## src/rtl/step_seq_pkg.sv

```systemverilog
// step_seq_pkg: shared state encoding, step counter width and counter-width helper
package step_seq_pkg;
  typedef enum logic [1:0] {IDLE, LOAD, PULSE, REPLAY} state_t;
  localparam int STEP_CNT_W = 8;
  function automatic int cnt_w(input int n);
    return (n > 1) ? $clog2(n) : 1;
  endfunction
endpackage

```

## src/rtl/step_sequencer_debouncer.sv

```systemverilog
// debouncer: 2-FF synchronizer, stability counter, clean level and one-cycle rising-edge press
import step_seq_pkg::*;
module debouncer #(
  parameter int DEB_CYCLES = 1_000_000
) (
  input  logic clk,
  input  logic Reset,
  input  logic in,
  output logic level,
  output logic press
);
  localparam int CW = cnt_w(DEB_CYCLES);
  logic [1:0] sync;
  logic [CW-1:0] cnt;
  logic level_d;
  // accept a new level only after DEB_CYCLES consecutive cycles of the synchronized value
  always_ff @(posedge clk or posedge Reset)
    if (Reset) {sync, cnt, level, level_d} <= '0;
    else begin
      sync <= {sync[0], in};
      level_d <= level;
      if (sync[1] == level) cnt <= '0;
      else if (cnt == CW'(DEB_CYCLES - 1)) begin
        level <= sync[1];
        cnt <= '0;
      end else cnt <= cnt + 1'b1;
    end
  assign press = level & ~level_d;
endmodule

```

## src/rtl/step_sequencer.sv

```systemverilog
// step_sequencer: issues debounced manual or pattern-replay steps to both FSMs; STEP_CHECK_EN adds the z checker
import step_seq_pkg::*;
module step_sequencer #(
  parameter int DEB_CYCLES = 1_000_000,
  parameter int TICK_DIV = 50_000_000,
  parameter int PAT_LEN = 8,
  parameter logic [31:0] PATTERN = 32'h0000_000F
) (
  input  logic clk,
  input  logic Reset,
  input  logic btn,
  input  logic sw,
  input  logic mode,
  input  logic z_bin,
  input  logic z_onehot,
  output logic step,
  output logic w,
  output logic busy,
  output logic [STEP_CNT_W-1:0] step_cnt,
  output logic mismatch
);
  localparam int TW = cnt_w(TICK_DIV);
  localparam int IW = cnt_w(PAT_LEN);
  state_t state;
  logic [TW-1:0] tick;
  logic [IW-1:0] idx;
  logic [31:0] sr;
  logic press, tick_hit, last, unused_level;
  debouncer #(.DEB_CYCLES(DEB_CYCLES)) u_deb (
    .clk(clk),
    .Reset(Reset),
    .in(btn),
    .level(unused_level),
    .press(press)
  );
  assign tick_hit = tick == TW'(TICK_DIV - 1);
  assign last = idx == IW'(PAT_LEN - 1);
  assign step = (state == PULSE) || (state == REPLAY && tick_hit);
  assign busy = state != IDLE;
  // sequencing FSM; sr holds the not-yet-sent pattern bits MSB-first
  always_ff @(posedge clk or posedge Reset)
    if (Reset) begin
      state <= IDLE;
      w <= 1'b0;
      tick <= '0;
      idx <= '0;
      sr <= '0;
    end else
      case (state)
        IDLE:
          if (press) begin
            if (mode) begin
              state <= REPLAY;
              w <= PATTERN[PAT_LEN-1];
              sr <= PATTERN << (33 - PAT_LEN);
              idx <= '0;
              tick <= '0;
            end else state <= LOAD;
          end
        LOAD: begin
          w <= sw;
          state <= PULSE;
        end
        PULSE: state <= IDLE;
        default: begin
          tick <= tick_hit ? '0 : tick + 1'b1;
          if (tick_hit) begin
            if (last) state <= IDLE;
            else begin
              idx <= idx + 1'b1;
              w <= sr[31];
              sr <= sr << 1;
            end
          end
        end
      endcase
  // count issued steps, visible the cycle after each step
  always_ff @(posedge clk or posedge Reset)
    if (Reset) step_cnt <= '0;
    else step_cnt <= step_cnt + STEP_CNT_W'(step);
`ifdef STEP_CHECK_EN
  logic [1:0] step_d;
  // compare the FSM outputs two cycles after each step and latch any disagreement
  always_ff @(posedge clk or posedge Reset)
    if (Reset) begin
      step_d <= '0;
      mismatch <= 1'b0;
    end else begin
      step_d <= {step_d[0], step};
      if (step_d[1] && (z_bin != z_onehot)) mismatch <= 1'b1;
    end
`else
  logic unused_z;
  assign unused_z = z_bin ^ z_onehot;
  assign mismatch = 1'b0;
`endif
endmodule
```

## config.mk

```make
export PLATFORM = sky130hd
export DESIGN_NAME = step_sequencer
export DESIGN_NICKNAME = d
export VERILOG_FILES = /design/src/rtl/step_seq_pkg.sv /design/src/rtl/step_sequencer_debouncer.sv /design/src/rtl/step_sequencer.sv
export SDC_FILE = /design/constraint.sdc
export NUM_CORES = 1
export LEC_CHECK = 0
export CORE_MARGIN = 5
export CORE_UTILIZATION = 60
export CTS_CLUSTER_SIZE = 30
export DETAILED_ROUTE_END_ITERATION = 7
export HOLD_SLACK_MARGIN = 0.06
export MAX_ROUTING_LAYER = met4
export PLACE_DENSITY = 0.85
export RECOVER_POWER = 50
export SLEW_MARGIN = 25
export SYNTH_ARGS = -nofsm -noshare
export SYNTH_HDL_FRONTEND = slang
export SYNTH_HIERARCHICAL = 1
export SYNTH_SLANG_ARGS = --single-unit
```

## constraint.sdc

```tcl
create_clock -name clk -period 4 [get_ports clk]
set_input_delay 0.8 -clock clk [delete_from_list [all_inputs] [get_ports clk]]
set_output_delay 0.8 -clock clk [all_outputs]
set_load 0.02 [all_outputs]
```

==> results of run 1 <==
==> cell usage after synthesis (2+ instances only) <==
library cell / count
o21ai_0: 13
and3_2: 2
or2_2: 5
and4_1: 3
a21o_1: 2
or3_1: 2
a211o_1: 5
xnor2_1: 11
or4_1: 3
or4_4: 2
nor3_1: 17
clkbuf_1: 7
inv_1: 7
nand4_1: 16
buf_6: 3
buf_2: 2
buf_4: 2
o31ai_1: 4
nand2_1: 29
mux2i_1: 5
ha_1: 10
nor4b_2: 2
nor4_1: 10
dfrtp_1: 71
nor2b_1: 2
nand3_1: 27
and4_2: 2
nor2_1: 44
a21oi_1: 13
xor2_1: 23
and3_1: 11
or4b_1: 2
a22o_1: 3
==> power breakdown <==
part           internal [W]  switching [W]   total, W
combinational    0.00000688      0.0000210  0.0000279
sequential         0.000721     0.00000299   0.000724
clock              0.000385       0.000263   0.000648
==> critical path, delay by kind of cell, from the launching register on <==
family | cells | cell delay [ns]
compound gates | 1 | 0.19
buf+inv | 1 | 0.62
flops | 1 | 0.46
simple gates | 3 | 1.40
==> registers in the layout, indices dropped and copies added, names as in the netlist <==
name,flops
u_deb/sync,2
idx,3
state,2
u_deb/level,1
w,1
sr,7
u_deb/level_d,1
tick,26
step_cnt,8
u_deb/cnt,20
==> through the flow <==
step                cells  area (um2)  power, W  hold WS (ns)
floorplan             378        3750  0.000758         0.331
global placement      456        3930  0.000767         0.335
detailed placement    456        3930  0.000767         0.338
CTS                   472        4150   0.00141         0.352
global route          473        4140   0.00145         0.374
finish                473        4140   0.00140         0.350
==> how the worst max path moves through the flow <==
stage / to / cells after the start / slack, ns
after floorplan: step_cnt[7]$_DFF_PP0_ / 9 / 0.69
after global placement: step / 5 / 0.62
after detailed placement: step / 5 / 0.56
after CTS: step / 5 / 0.17
after global routing: step / 5 / 0.09
final: step / 5 / 0.19
==> routing by layer <==
layer  vias up  global-route usage [%]  wire [um]
met5         -                       -          0
met4         0                    7.58        144
met3        17                    4.61        460
met2        95                    34.2       3630
met1      1444                    28.5       3350
li1       1393                       -          -
==> logic make-up (layout without fill, tap and decap cells) <==
group,after synthesis,count (layout)
flip-flops,71,71
buffers and inverters,21,41
AND/OR/NAND/NOR,189,189
adder cells (fa/ha/maj),10,10
other,1,1
XOR/XNOR,34,34
multiplexers,6,6
AO/OA/AOI/OAI,46,46
==> cell usage in the layout (no fill, tap or decap), types with 3 or more instances in the layout <==
master | netlist | routed
a211o_1 | 5 | 5
a21oi_1 | 13 | 13
a22o_1 | 3 | 3
and3_1 | 11 | 11
and4_1 | 3 | 3
buf_4 | 2 | 3
clkbuf_8 | 0 | 11
clkdlybuf4s50_1 | 0 | 13
dfrtp_1 | 71 | 71
ha_1 | 10 | 10
inv_1 | 7 | 6
mux2i_1 | 5 | 5
nand2_1 | 29 | 29
nand3_1 | 27 | 27
nand4_1 | 16 | 16
nor2_1 | 44 | 44
nor3_1 | 17 | 17
nor4_1 | 10 | 9
o21ai_0 | 13 | 13
o31ai_1 | 4 | 4
or2_2 | 5 | 5
or4_1 | 3 | 3
xnor2_1 | 11 | 11
xor2_1 | 23 | 23
==> layout make-up <==
cell class	count	area, um2	share of cell area, %
Sequential cell	71	1780	42.9
Clock inverter	3	65.1	1.57
Multi-Input combinational cell	286	1840	44.6
Clock buffer	13	159	3.84
Inverter	7	27.5	0.665
Tap cell	75	93.8	2.27
Timing Repair Buffer	18	173	4.17
==> metrics.txt, run 1 <==
post-synth top area share 47.4%; GRT Overall Usage 21.9%; status complete, but fails checks; cell taking the most area after synthesis dfrtp_1; worst hold path type reg -> reg; Final Hold Fails 0; global-route wire length before repair 13.1 mm; hold path cells 0; reg2reg setup slack around 0.9 ns; Max-slew headroom -38.0%; largest family of logic cells by synthesized area simple AND/OR/NAND/NOR gates; cell count after synthesis roughly 380; critical-path cell list or4b_1 -> or4_4 -> nor3_1 -> a21o_1 -> clkdlybuf4s50_1; pin count of the biggest net entering global routing 48; syn avg cell area 9.92 um2; Most used DFF post-synth dfrtp_1; Synth async-reset ratio 100%; Final WS setup between 0.15 and 0.2 ns; vias in the first global route ~2800; Pre-Repair DR Iteration Count 5; HP Start u_deb/sync[0]$_DFF_PP0_; PwrDens about 340 nW/um2; area of the core 5990 um2; Root Driver clkbuf_8; clk_lat worst skew between 0.3 and 0.4 ns; mapped cell area ~3800 um2; # fillers 475; Startpoint Class register; post-synthesis mux area share 1.63%; WL/cell approximately 16 um; FF-to-FF End step_cnt[7]$_DFF_PP0_; nets 410; Ports 19; WP data required 3.20 ns; clock-pin transition on the worst setup and hold timing paths approximately 0.07 ns; Die Height 89.1 um; via count slightly below 3000; Mapped Nets 395; crit-path max FO 7; violated checks capacitance limit, slew limit; CP startpoint tick[11]$_DFFE_PP0P_; Area growth syn-to-layout 10.3%; # Post-CTS Setup Buffers 0; Via density roughly 6.2; CTS sink count approximately 70; highest clock rate between 200 and 300 MHz; Post-CTS Hold Fix Bufs 0; Synth area leaders dfrtp_1 (47%), xor2_1 (5.4%), nor2_1 (4.4%); H-Tree Depth 3; post-synthesis simple-gate area fraction ~28%; initial antenna violation count 0; Final Cycle Share 95.4%; Yosys warning count 6; RSZ-0062 raised after global routing false; adder-cell area share of the yosys netlist 3.34%; setup TNS 0 ns; DRC errors left 0; initial drt markers about 220; Worst setup EP type primary output; WHS Endpoint u_deb/sync[1]$_DFF_PP0_; peak supply drop about 0.00031 V; Final Max Tran Viols 48; Post-DRT Antenna Nets 0; Post-synth EDFFs 0; Setup WS pre-CTS roughly 0.56 ns; I/O Buffers 15; Leakage around 1.9 nW; Max Cap Violations 1; setup violators final 0; CTS buffer count 9; share of cells above drive strength 1 a little over 9%; Starting Density 62.6%; Worst Path Class, Setup reg -> out; clk_skew 0.0116 ns; GPL Wtd Cong about 0.86; clock buffer depth 2; WL final 7.59 mm; #FFs+latches synth 71; die area 7930 um2; post-synth cell types between 50 and 60; Post-Synth XOR/XNOR Area roughly 7.9%; worst reg2reg startpoint tick[11]$_DFFE_PP0P_; R2R depth 9; Synth Area in Compound Gates under 10%; CTS resizes 0; Post-DP HPWL about 5.0 mm; Largest stage delay, worst path between 0.6 and 0.7 ns; final period demand of the worst path ~3.8 ns; chip width roughly 89 um; critical path data arrival time 3.01 ns; Rows 28; GRT overflow 0; Slew @ Worst Pin around 2.1 ns; slowest CP cell clkdlybuf4s50_1; end-of-flow core utilization approximately 70%; antenna cells 0; CTS tree yes; sequential fraction of the synthesis area between 40% and 50%
(Power assumes the default switching activity.)
==> run 2: changes to the inputs <==
--- a/config.mk
+++ b/config.mk
@@ -13,7 +13,7 @@
 export MAX_ROUTING_LAYER = met4
 export PLACE_DENSITY = 0.85
 export RECOVER_POWER = 50
-export SLEW_MARGIN = 25
+export SLEW_MARGIN = 0
 export SYNTH_ARGS = -nofsm -noshare
 export SYNTH_HDL_FRONTEND = slang
 export SYNTH_HIERARCHICAL = 1
==> run 2 against run 1 <==
Against the previous run:
- sequential share of layout area is 0.052 points higher
- sequential power hardly changed
- clock power is essentially flat
- non-clock buffer count down 1
- core utilization down 0.084 points
- register-to-register slack lost 0.09 ns
- final area decreased by 0.12%
- combinational power barely moved
- the flow still finishes with violations (capacitance limit, slew limit)
==> metrics.txt, run 2 (synthesized netlist as in run 1, its figures left out) <==
setup TNS 0 ns (unchanged); I/O Buffers 15 (unchanged); Leakage 1.87 nW (+0.20%); WL final 7.54 mm (-0.59%); clock buffer depth 2 (unchanged); commonest non-fill, non-tap cells in the layout dfrtp_1 (71), nor2_1 (44), nand2_1 (29), nand3_1 (27), xor2_1 (23); initial drt markers 234 (+7.3%); clk_lat worst skew 0.35 ns (about the same); Final Hold Fails 0 (unchanged); slowest CP cell clkdlybuf4s50_1; peak supply drop 0.000307 V (+0.27%); CTS resizes 0 (unchanged); global-route wire length before repair 13.1 mm (unchanged); area of the core 5990 um2 (unchanged); highest clock rate 261 MHz (-0.54%); # Post-CTS Setup Buffers 0 (unchanged); worst reg2reg startpoint state[0]$_DFFE_PP0P_; CTS buffer count 9 (unchanged); Largest stage delay, worst path 0.63 ns (about the same); GRT Overall Usage 21.9% (unchanged); Post-Place Cells 456 (unchanged); RSZ-0062 raised after global routing false; R2R depth 6 (-3); H-Tree Depth 3 (unchanged); Worst setup EP type primary output; max FFs per register 26 (unchanged); PwrDens 339 nW/um2 (+0.17%); Slew @ Worst Pin 1.75 ns (-0.309 ns); Max-slew headroom -16.8% (+21 points); CP delay by family, top simple AND/OR/NAND/NOR gates; Final WS setup 0.164 ns (-0.0209 ns); die area 7930 um2 (unchanged); Post-DRT Antenna Nets 0 (unchanged); critical path data arrival time 3.04 ns (+0.03 ns); DRC errors left 0 (unchanged); final period demand of the worst path 3.84 ns (+0.0209 ns); Startpoint Class register; final hold slack 0.350 ns (+0.000620 ns); Rows 28 (unchanged); crit-path max FO 7 (unchanged); Root Driver clkbuf_8; Starting Density 62.6% (unchanged); GPL Wtd Cong 0.864 (unchanged); Pre-Repair DR Iteration Count 8 (+3); largest register by flop count tick; WHS Endpoint u_deb/sync[1]$_DFF_PP0_; vias in the first global route 2826 (unchanged); worst hold path type reg -> reg; Die Height 89.1 um (unchanged); clk_skew 0.0105 ns (-0.00110 ns); Worst Path Class, Setup reg -> out; critical-path cell list or4b_1 -> or4_4 -> nor3_1 -> a21o_1 -> clkdlybuf4s50_1; initial antenna violation count 0 (unchanged); HP Start u_deb/sync[0]$_DFF_PP0_; clock-pin transition on the worst setup and hold timing paths 0.08 ns (about the same); nets 409 (-0.24%); Setup WS pre-CTS 0.559 ns (unchanged); FF-to-FF End tick[14]$_DFFE_PP0P_; share of cells above drive strength 1 8.82% (-0.48 points); Ports 19 (unchanged); Area growth syn-to-layout 10.2%; most common cell after layout, fill and taps aside dfrtp_1; Via density 6.21 (-0.37%); Post-DP HPWL 5.01 mm (unchanged); WL/cell 16.0 um (-0.38%); CP Buf/Inv Count 1 (unchanged); Final Cycle Share 95.9% (+0.52 points); pin count of the biggest net entering global routing 48 (unchanged); CTS sink count 71 (unchanged); Total Power 0.00140 W (about the same); hold path cells 0 (unchanged); antenna cells 0 (unchanged); chip width 89.1 um (unchanged); Final Max Tran Viols 48 (unchanged); CP startpoint tick[11]$_DFFE_PP0P_; reg2reg setup slack 0.82 ns (-0.09 ns); setup violators final 0 (unchanged); status complete, but fails checks; biggest regs tick (26), u_deb/cnt (20), step_cnt (8); fin cells 472 (-0.21%); GRT overflow 0 (unchanged); CTS tree yes; WP data required 3.20 ns (about the same); violated checks capacitance limit, slew limit; Post-CTS Hold Fix Bufs 0 (unchanged); Max Cap Violations 1 (unchanged); via count 2932 (-0.58%)
==> run 2: worst max-delay path by stage <==
stage	to	cells past startpoint
floorplan	step_cnt[7]$_DFF_PP0_	9
global placement	step	5
detailed placement	step	5
CTS	step	5
global route	step	5
finish	step	5
==> run 2: layout make-up <==
type | instances | area (um2)
fill | 475 | 1860
multi-input combinational | 286 | 1850
sequential | 71 | 1780
timing repair buffer | 17 | 165
clock buffer | 13 | 159
tap | 75 | 93.8
clock inverter | 3 | 65.1
inverter | 7 | 26.3
==> run 2: stage by stage <==
step	instance area, um2	util [%]
2_1_floorplan	3750	-
3_3_place_gp	3930	65.5
3_5_place_dp	3930	65.5
4_1_cts	4150	69.3
5_1_grt	4130	69.0
6_report	4130	69.0
==> run 2: worst reg2reg max path, stage by stage, from the launching register on <==
cell and delay, ns:
dfrtp_1 0.42, inv_1 0.14, ha_1 0.71, a21boi_0 0.81
nor2_1 0.29, and2_0 0.50, nor2_1 0.23
==> run 2: per-layer routing <==
| metal | vias up | track usage (%) | wire [um] |
|---|---|---|---|
| met3 | 14 | 4.61 | 353 |
| met1 | 1453 | 28.5 | 3480 |
| li1 | 1388 | - | - |
| met2 | 77 | 34.2 | 3600 |
| met4 | 0 | 7.58 | 118 |
| met5 | - | - | 0 |
==> run 2: report_power, final <==
group | total [W] | internal, W | switching [W]
sequential | 0.000724 | 0.000721 | 0.00000301
combinational | 0.0000278 | 0.00000688 | 0.0000210
clock | 0.000649 | 0.000385 | 0.000264
total | 0.00140 | 0.00111 | 0.000288
